<file path="config.mk">
export PLATFORM = sky130hd
export DESIGN_NAME = multicycle_sequencer
export DESIGN_NICKNAME = d
export VERILOG_FILES = /design/src/rtl/multicycle_sequencer.sv
export SDC_FILE = /design/constraint.sdc
export NUM_CORES = 1
export LEC_CHECK = 0
export CAP_MARGIN = 30
export CORE_AREA = 2 2 39 41
export CTS_BUF_LIST = sky130_fd_sc_hd__clkbuf_8
export DETAILED_ROUTE_END_ITERATION = 12
export DIE_AREA = 0 0 41 43
export GPL_ROUTABILITY_DRIVEN = 0
export GPL_TIMING_DRIVEN = 1
export PLACE_DENSITY = 0.8
export SLEW_MARGIN = 30
export SYNTH_ARGS = -nofsm -noshare
export SYNTH_HDL_FRONTEND = slang
export SYNTH_SLANG_ARGS = --single-unit
</file>
<file path="constraint.sdc">
create_clock -name clk -period 4.7 [get_ports clk]
set_input_delay 0.94 -clock clk [delete_from_list [all_inputs] [get_ports clk]]
set_output_delay 0.94 -clock clk [all_outputs]
set_load 0.02 [all_outputs]
</file>
<file path="src/rtl/multicycle_sequencer.sv">
// rtl/multicycle_sequencer.sv - sequences multi-cycle MULT/DIV/FPU operations with stall, start and writeback pulses
module multicycle_sequencer #(
    parameter int MULT_LAT = 4,
    parameter int DIV_LAT  = 8,
    parameter int FADD_LAT = 3,
    parameter int FMUL_LAT = 4,
    parameter int FDIV_LAT = 10
) (
    input  logic       clk,
    input  logic       rst_b,
    input  logic       issue,
    input  logic       FPUorALU,
    input  logic [4:0] ALUOp,
    input  logic [3:0] FPUOpcode,
    input  logic       RegWrite,
    input  logic       FloatingPointWriteEnable,
    input  logic       Halted,
    output logic       stall,
    output logic       op_start,
    output logic       busy,
    output logic       wb_int,
    output logic       wb_fp,
    output logic       halt_ack
);

    // Operation encodings shared with the decoder
    localparam logic [4:0] ALU_ADD    = 5'd0;
    localparam logic [4:0] ALU_SUB    = 5'd1;
    localparam logic [4:0] ALU_MULT   = 5'd2;
    localparam logic [4:0] ALU_DIV    = 5'd3;
    localparam logic [3:0] FPU_ADD    = 4'd0;
    localparam logic [3:0] FPU_SUB    = 4'd1;
    localparam logic [3:0] FPU_MULT   = 4'd2;
    localparam logic [3:0] FPU_DIV    = 4'd3;
    localparam logic [3:0] FPU_NEGATE = 4'd4;

    localparam int MAX_A   = (MULT_LAT > DIV_LAT) ? MULT_LAT : DIV_LAT;
    localparam int MAX_B   = (FADD_LAT > FMUL_LAT) ? FADD_LAT : FMUL_LAT;
    localparam int MAX_C   = (MAX_A > MAX_B) ? MAX_A : MAX_B;
    localparam int MAX_LAT = (MAX_C > FDIV_LAT) ? MAX_C : FDIV_LAT;
    localparam int CNT_W   = (MAX_LAT > 2) ? $clog2(MAX_LAT) : 1;

    // Counter preloads: the issue cycle and the DONE cycle are not counted
    localparam logic [CNT_W-1:0] MULT_CNT = CNT_W'(MULT_LAT - 2);
    localparam logic [CNT_W-1:0] DIV_CNT  = CNT_W'(DIV_LAT - 2);
    localparam logic [CNT_W-1:0] FADD_CNT = CNT_W'(FADD_LAT - 2);
    localparam logic [CNT_W-1:0] FMUL_CNT = CNT_W'(FMUL_LAT - 2);
    localparam logic [CNT_W-1:0] FDIV_CNT = CNT_W'(FDIV_LAT - 2);

    typedef enum logic [1:0] {
        IDLE = 2'd0,
        BUSY = 2'd1,
        DONE = 2'd2
    } seqState_t;

    seqState_t        state;
    logic [CNT_W-1:0] cnt;
    logic             pendInt;
    logic             pendFp;
    logic             isMulti;
    logic [CNT_W-1:0] loadCnt;

    // Classify the decoded instruction and pick its counter preload
    always_comb begin
        isMulti = 1'b0;
        loadCnt = '0;
        if (issue) begin
            if (!FPUorALU) begin
                case (ALUOp)
                    ALU_MULT: begin isMulti = 1'b1; loadCnt = MULT_CNT; end
                    ALU_DIV:  begin isMulti = 1'b1; loadCnt = DIV_CNT;  end
                    default:  ;
                endcase
            end else begin
                case (FPUOpcode)
                    FPU_ADD, FPU_SUB: begin isMulti = 1'b1; loadCnt = FADD_CNT; end
                    FPU_MULT:         begin isMulti = 1'b1; loadCnt = FMUL_CNT; end
                    FPU_DIV:          begin isMulti = 1'b1; loadCnt = FDIV_CNT; end
                    default:          ;
                endcase
            end
        end
    end

    // Handshake outputs: stall/start react in the issue cycle, everything masked in reset
    always_comb begin
        op_start = rst_b && (state == IDLE) && isMulti;
        stall    = rst_b && (((state == IDLE) && isMulti) || (state == BUSY));
        busy     = rst_b && (state == BUSY);
        wb_int   = rst_b && (state == DONE) && pendInt;
        wb_fp    = rst_b && (state == DONE) && pendFp;
    end

    // Sequencer FSM, latency counter, pending writeback flags and sticky halt
    always_ff @(posedge clk) begin
        if (!rst_b) begin
            state    <= IDLE;
            cnt      <= '0;
            pendInt  <= 1'b0;
            pendFp   <= 1'b0;
            halt_ack <= 1'b0;
        end else begin
            case (state)
                IDLE: begin
                    if (issue && Halted) begin
                        halt_ack <= 1'b1;
                    end
                    if (isMulti) begin
                        pendInt <= RegWrite;
                        pendFp  <= FloatingPointWriteEnable;
                        cnt     <= loadCnt;
                        state   <= BUSY;
                    end
                end
                BUSY: begin
                    if (cnt != '0) begin
                        cnt <= cnt - CNT_W'(1);
                    end else begin
                        state <= DONE;
                    end
                end
                DONE: begin
                    state <= IDLE;
                end
                default: begin
                    state <= IDLE;
                end
            endcase
        end
    end

endmodule
</file>
==> results.yml, run 1 <==
status:
  status: "finished, final reports clean"
clocking:
  clock_latency_ns: 0.24
  root_buffer: "clkbuf_8"
  tritoncts: "done"
  hold_buffers: 0
  cts.clk_slew.worst_paths_ns: 0.05
  cts-resized-gates: 0
  cts_sinks: 9
  post-cts-setup-buffer-count: 0
  clock_path_buffers: 2
  cts_buffers: 3
  htreeDepth: 1
place:
  portBuffers: 21
  place_hpwl_um: 1120
  placed_area_um2: 806
  numPlacedInstances: 103
synthesis:
  synth_adder_area_share: 0.0213
  synthXorXnorAreaFrac: 0.0149
  synthesis.area_um2: 588
  ys_seq_area_frac: 0.306
  muxShareOfSynthArea: 0.0191
  synth_async_sr_flop_share: 0
  synth-compound-area-share: 0.268
  synth_top_family_by_area: "simple AND/OR/NAND/NOR gates"
  ys_top_cells_by_area: "dfxtp_1, a21oi_1, nand3_1, and4b_1, nor3_1"
  avgSynthCellArea_um2: 8.65
  synth.distinct_cells: 35
  ys.flop_type: "dfxtp_1"
  post-synth-top-count-cell: "dfxtp_1"
  syn_inst: 68
  yosys_warnings: 0
  synthSimpleGateAreaFrac: 0.323
  synth_edf_count: 0
  synth.top_cells.by_count: "dfxtp_1, a21oi_1, nand3_1"
  synth_nets: 85
  synth_seq_cells: 9
  synth.top_cell.area_share: 0.306
  synth.largest_area_cell: "dfxtp_1"
floorplan:
  core-area_mm2: 0.00138
  ios: 22
  dieArea_mm2: 0.00176
  row_count: 14
  die_h_um: 43
  die_width_um: 41
  start_util: 0.425
timing:
  rsz0062_at_grt: "no"
  setup_viol: 0
  tightest_slew_ns: 0.442
  hold_viol: 0
  fmax_mhz: 259
  finalSetupTns_ns: 0
  relSlewSlack: 0.705
  fin_crit_sh: 0.822
  slew_violations: 0
  fin_skew_ns: 0.00237
  period_needed_ns: 3.86
global_route:
  grt_usage: 0.210
  antenna_found_initial: 0
  grt_max_degree: 13
  grt_pass1_wl_um: 2460
  grt_overflow: 0
  first_global_vias: 604
worst_hold_path:
  hp-class: "flop to flop"
critical_path:
  path_depth: 6
  critPathCapture: "stall"
  slowest_delay_ns: 0.59
  critPathArrivalTime_ns: 2.92
  slowest_stage: "clkdlybuf4s50_1"
  startpoint: "FPUorALU"
  rr_worst_depth: 6
  crit_type: "primary input to primary output"
  worstSetupEndpointType: "primary output"
  critical_path.top_delay_family: "buffers and inverters"
  critPathMostFrequentCell: "clkdlybuf4s50_1"
  cp-start-kind: "primary input"
  worst-path-buf-inv: 2
  r2r_slack_ns: 3.05
  r2r_start: "cnt[0]$_SDFFE_PN0P_"
  cp_cell_sequence: "clkdlybuf4s50_1, nor4_2, a21oi_1, nor3_1, or2_1, clkdlybuf4s50_1"
  reg2reg_to: "cnt[2]$_SDFFE_PN0P_"
  crit_required_ns: 3.76
  worst-path-max-fanout: 4
pwr:
  p_leak_nw: 0.317
  power_density_mw_per_mm2: 257
  total_power_mw: 0.219
  ir_worst_vdd_mv: 0.192
finish:
  drive_above_1_share: 0.143
  syn_to_final_growth_pct: 44.7
  finish.utilization: 0.615
  fin_area_um2: 851
  nets: 109
  nFillCells: 123
  layout.cells.non_filler: 107
  n_antenna_cell: 0
drt:
  via_per_inst: 5.73
  drt_iter0_drc: 11
  drtPass1Iterations: 5
  ant_nets: 0
  wl_per_cell_um: 14.1
  vias: 613
  routed_wl_um: 1510
  drc: 0
run:
  maxCapViolCount: 0
## final cells by class
type	instances	area, µm²	share of cell area
Clock buffer	3	41.3	0.0485
Multi-Input combinational cell	53	380	0.447
Inverter	4	15.0	0.0176
Timing Repair Buffer	21	210	0.247
Sequential cell	9	180	0.212
Tap cell	16	20.0	0.0235
Clock inverter	1	3.75	0.00441
## where the power goes
part | total, mW | switching [mW] | internal, mW
Combinational | 0.0447 | 0.0196 | 0.0252
Sequential | 0.0831 | 0.00337 | 0.0797
Clock | 0.0913 | 0.0341 | 0.0572
## tightest hold or removal path, cell delays in order (launching register included)
cell and delay, ns:
dfxtp_1 0.32, a21oi_1 0.04, nor2_1 0.07
## kinds of logic after synthesis
logic type / after synthesis
simple gates: 29
compound gates: 21
flops: 9
buf+inv: 6
xor+xnor: 1
mux: 1
fa+ha+maj: 1
## through the flow
step / worst slack, ns / hold WS [ns]
4_1_cts: 0.829 / 0.474
5_1_grt: 0.726 / 0.518
3_3_place_gp: 0.915 / 0.460
6_report: 0.837 / 0.467
2_1_floorplan: 1.52 / 0.450
3_5_place_dp: 0.867 / 0.460
## cell usage in the layout, fill, tap and decap left out, types with 2 or more instances in the layout
cell type,count
and4b_1,2
inv_1,5
clkdlybuf4s50_1,21
nor3_1,4
nand3_1,5
nor2b_1,2
nor2_1,4
dfxtp_1,9
clkbuf_8,3
a21oi_1,6
nand2_1,4
o21ai_0,3
## sequential cells by signal, summed over array words and instances (netlist names)
signal,flops
cnt,4
state,2
pendFp,1
pendInt,1
halt_ack,1
## metal layers
metal | up-vias | routed length, µm | GRT usage
li1 | 299 | - | -
met1 | 282 | 651 | 0.255
met2 | 24 | 719 | 0.294
met3 | 8 | 80 | 0.0524
met4 | 0 | 55 | 0.173
met5 | - | 0 | 0
## worst min-delay path by stage
stage                     slack, ns                   from                     to  cells past startpoint
after floorplan                0.45    pendFp$_SDFFE_PN0P_    pendFp$_SDFFE_PN0P_                      2
after global placement         0.46   pendInt$_SDFFE_PN0P_   pendInt$_SDFFE_PN0P_                      2
after global routing           0.52  halt_ack$_SDFFE_PN0P_  halt_ack$_SDFFE_PN0P_                      2
final                          0.47  halt_ack$_SDFFE_PN0P_  halt_ack$_SDFFE_PN0P_                      2
after detailed placement       0.46  halt_ack$_SDFFE_PN0P_  halt_ack$_SDFFE_PN0P_                      2
after CTS                      0.47  halt_ack$_SDFFE_PN0P_  halt_ack$_SDFFE_PN0P_                      2
Note: power is estimated with default switching activity, not from simulation.
==> run 2: changes to the inputs <==
- CORE_AREA: 2 2 39 41 -> 2 2 42 44
- DIE_AREA: 0 0 41 43 -> 0 0 44 46
- PLACE_DENSITY: 0.8 -> 0.73
- clock period: 4.7 -> 3.3 ns (I/O delays scaled with it)
==> run 2 against run 1 <==
Die area rose by 15%. Register-to-register slack got worse by 1.4 ns. Cell count rose by 4.7%. Hold slack improved by 0.011 ns. Worst setup slack got worse by 0.70 ns. Largest cell class unchanged.
==> results.yml, run 2 (synthesis gave the netlist of run 1 again) <==
place:
  place_hpwl_um: 1200
  post-place-ws_ns: 0.0499
  portBuffers: 21
finish:
  drive_above_1_share: 0.189
  nFillCells: 154
  syn_to_final_growth_pct: 52.3
  mostFrequentLayoutCell: "clkdlybuf4s50_1"
  top_register: "cnt"
  largest_reg_flops: 4
  final_cell_mix: "clkdlybuf4s50_1, dfxtp_1, a21oi_1"
  reg_top3: "cnt (4), state (2)"
  multi_input_area_um2: 394
  nets: 113
  seqCellArea_um2: 180
  n_antenna_cell: 0
status:
  status: "finished, final reports clean"
timing:
  hold_viol: 0
  fmax_mhz: 316
  relSlewSlack: 0.684
  slew_violations: 0
  post-route-worst-setup-slack_ns: 0.140
  tightest_slew_ns: 0.474
  fin_skew_ns: 0.00357
  period_needed_ns: 3.16
  setup_viol: 0
  finalSetupTns_ns: 0
  fin_crit_sh: 0.958
  rsz0062_at_grt: "no"
clocking:
  cts_sinks: 9
  clock_path_buffers: 2
  tritoncts: "done"
  clock_latency_ns: 0.23
  htreeDepth: 1
  cts.clk_slew.worst_paths_ns: 0.04
  root_buffer: "clkbuf_8"
  cts_buffers: 3
critical_path:
  cp_cell_sequence: "clkdlybuf4s50_1, nor4_4, a21oi_1, nor3_2, or2_1, clkdlybuf4s50_1"
  critPathArrivalTime_ns: 2.50
  slowest_delay_ns: 0.59
  rr_worst_depth: 6
  slowest_stage: "clkdlybuf4s50_1"
  crit_type: "primary input to primary output"
  cp-start-kind: "primary input"
  worstSetupEndpointType: "primary output"
  crit_required_ns: 2.64
  worst-path-max-fanout: 3
  critPathMostFrequentCell: "clkdlybuf4s50_1"
floorplan:
  dieArea_mm2: 0.00202
  die_h_um: 46
  core-area_mm2: 0.00161
  ios: 22
  row_count: 15
  die_width_um: 44
  start_util: 0.364
run:
  maxCapViolCount: 0
pwr:
  ir_worst_vdd_mv: 0.251
  power_density_mw_per_mm2: 350
  p_leak_nw: 0.338
drt:
  routed_wl_um: 1620
  wl_per_cell_um: 14.4
  via_per_inst: 5.56
  drtPass1Iterations: 4
  drt_iter0_drc: 15
  ant_nets: 0
  drc: 0
  vias: 623
global_route:
  antenna_found_initial: 0
  first_global_vias: 558
  grt_max_degree: 13
  grt_overflow: 0
  grt_pass1_wl_um: 2440
  grt_usage: 0.169
worst_hold_path:
  hp-class: "flop to flop"
  hold_depth: 2
[run 2: cell count changes in the layout (fill, tap and decap cells not counted), sizes merged]
cell | before | now
buf | 0 | 4
[run 2: worst paths after layout]
check | endpoint | slack (ns) | start
min reg2reg | halt_ack$_SDFFE_PN0P_ | 0.48 | halt_ack$_SDFFE_PN0P_
max reg2reg | cnt[2]$_SDFFE_PN0P_ | 1.64 | cnt[0]$_SDFFE_PN0P_
max | stall | 0.14 | FPUorALU
min | halt_ack$_SDFFE_PN0P_ | 0.48 | halt_ack$_SDFFE_PN0P_
[run 2: area by class of cell]
class,count,share of cell area
clock buffers,3,0.0461
clock inverters,1,0.00419
inverters,4,0.0168
multi-input cells,53,0.440
flip-flops and latches,9,0.201
well taps,17,0.0237
repair buffers,25,0.268
[run 2: per-layer routing]
metal,up-vias,part of all wire,global-route usage
met5,-,0,0
met4,0,0.0087,0.0545
met3,2,0.084,0.0635
met2,30,0.48,0.271
met1,281,0.42,0.208
li1,310,-,-
[run 2: stage by stage]
stage | cell area, µm² | power [mW] | std cells | util | hold WS (ns)
after floorplan | 588 | 0.152 | 68 | - | 0.450
after global placement | 830 | 0.186 | 107 | 0.514 | 0.460
after detailed placement | 830 | 0.187 | 107 | 0.514 | 0.465
after CTS | 875 | 0.317 | 111 | 0.542 | 0.476
after global routing | 896 | 0.330 | 112 | 0.555 | 0.517
final | 896 | 0.313 | 112 | 0.555 | 0.478
[run 2: power breakdown]
part | leakage (nW) | internal [mW] | switching, mW
registers | 0.0732 | 0.114 | 0.00496
logic | 0.238 | 0.0391 | 0.0301
clock network | 0.0269 | 0.0811 | 0.0447
total | 0.338 | 0.234 | 0.0797
[run 2: timing repair]
item / CTS / global route
gates resized for setup: 0 / 2
endpoints found under the setup margin: 0 / 2
hold buffers: 0 / 0
buffers inserted: 0 / 1
[run 2: worst max-delay path: cells and delay by family]
| kind | cells | cell delay [ns] |
|---|---|---|
| buffers and inverters | 2 | 1.07 |
| and+or+nand+nor | 3 | 0.62 |
| AOI/OAI and AO/OA | 1 | 0.14 |
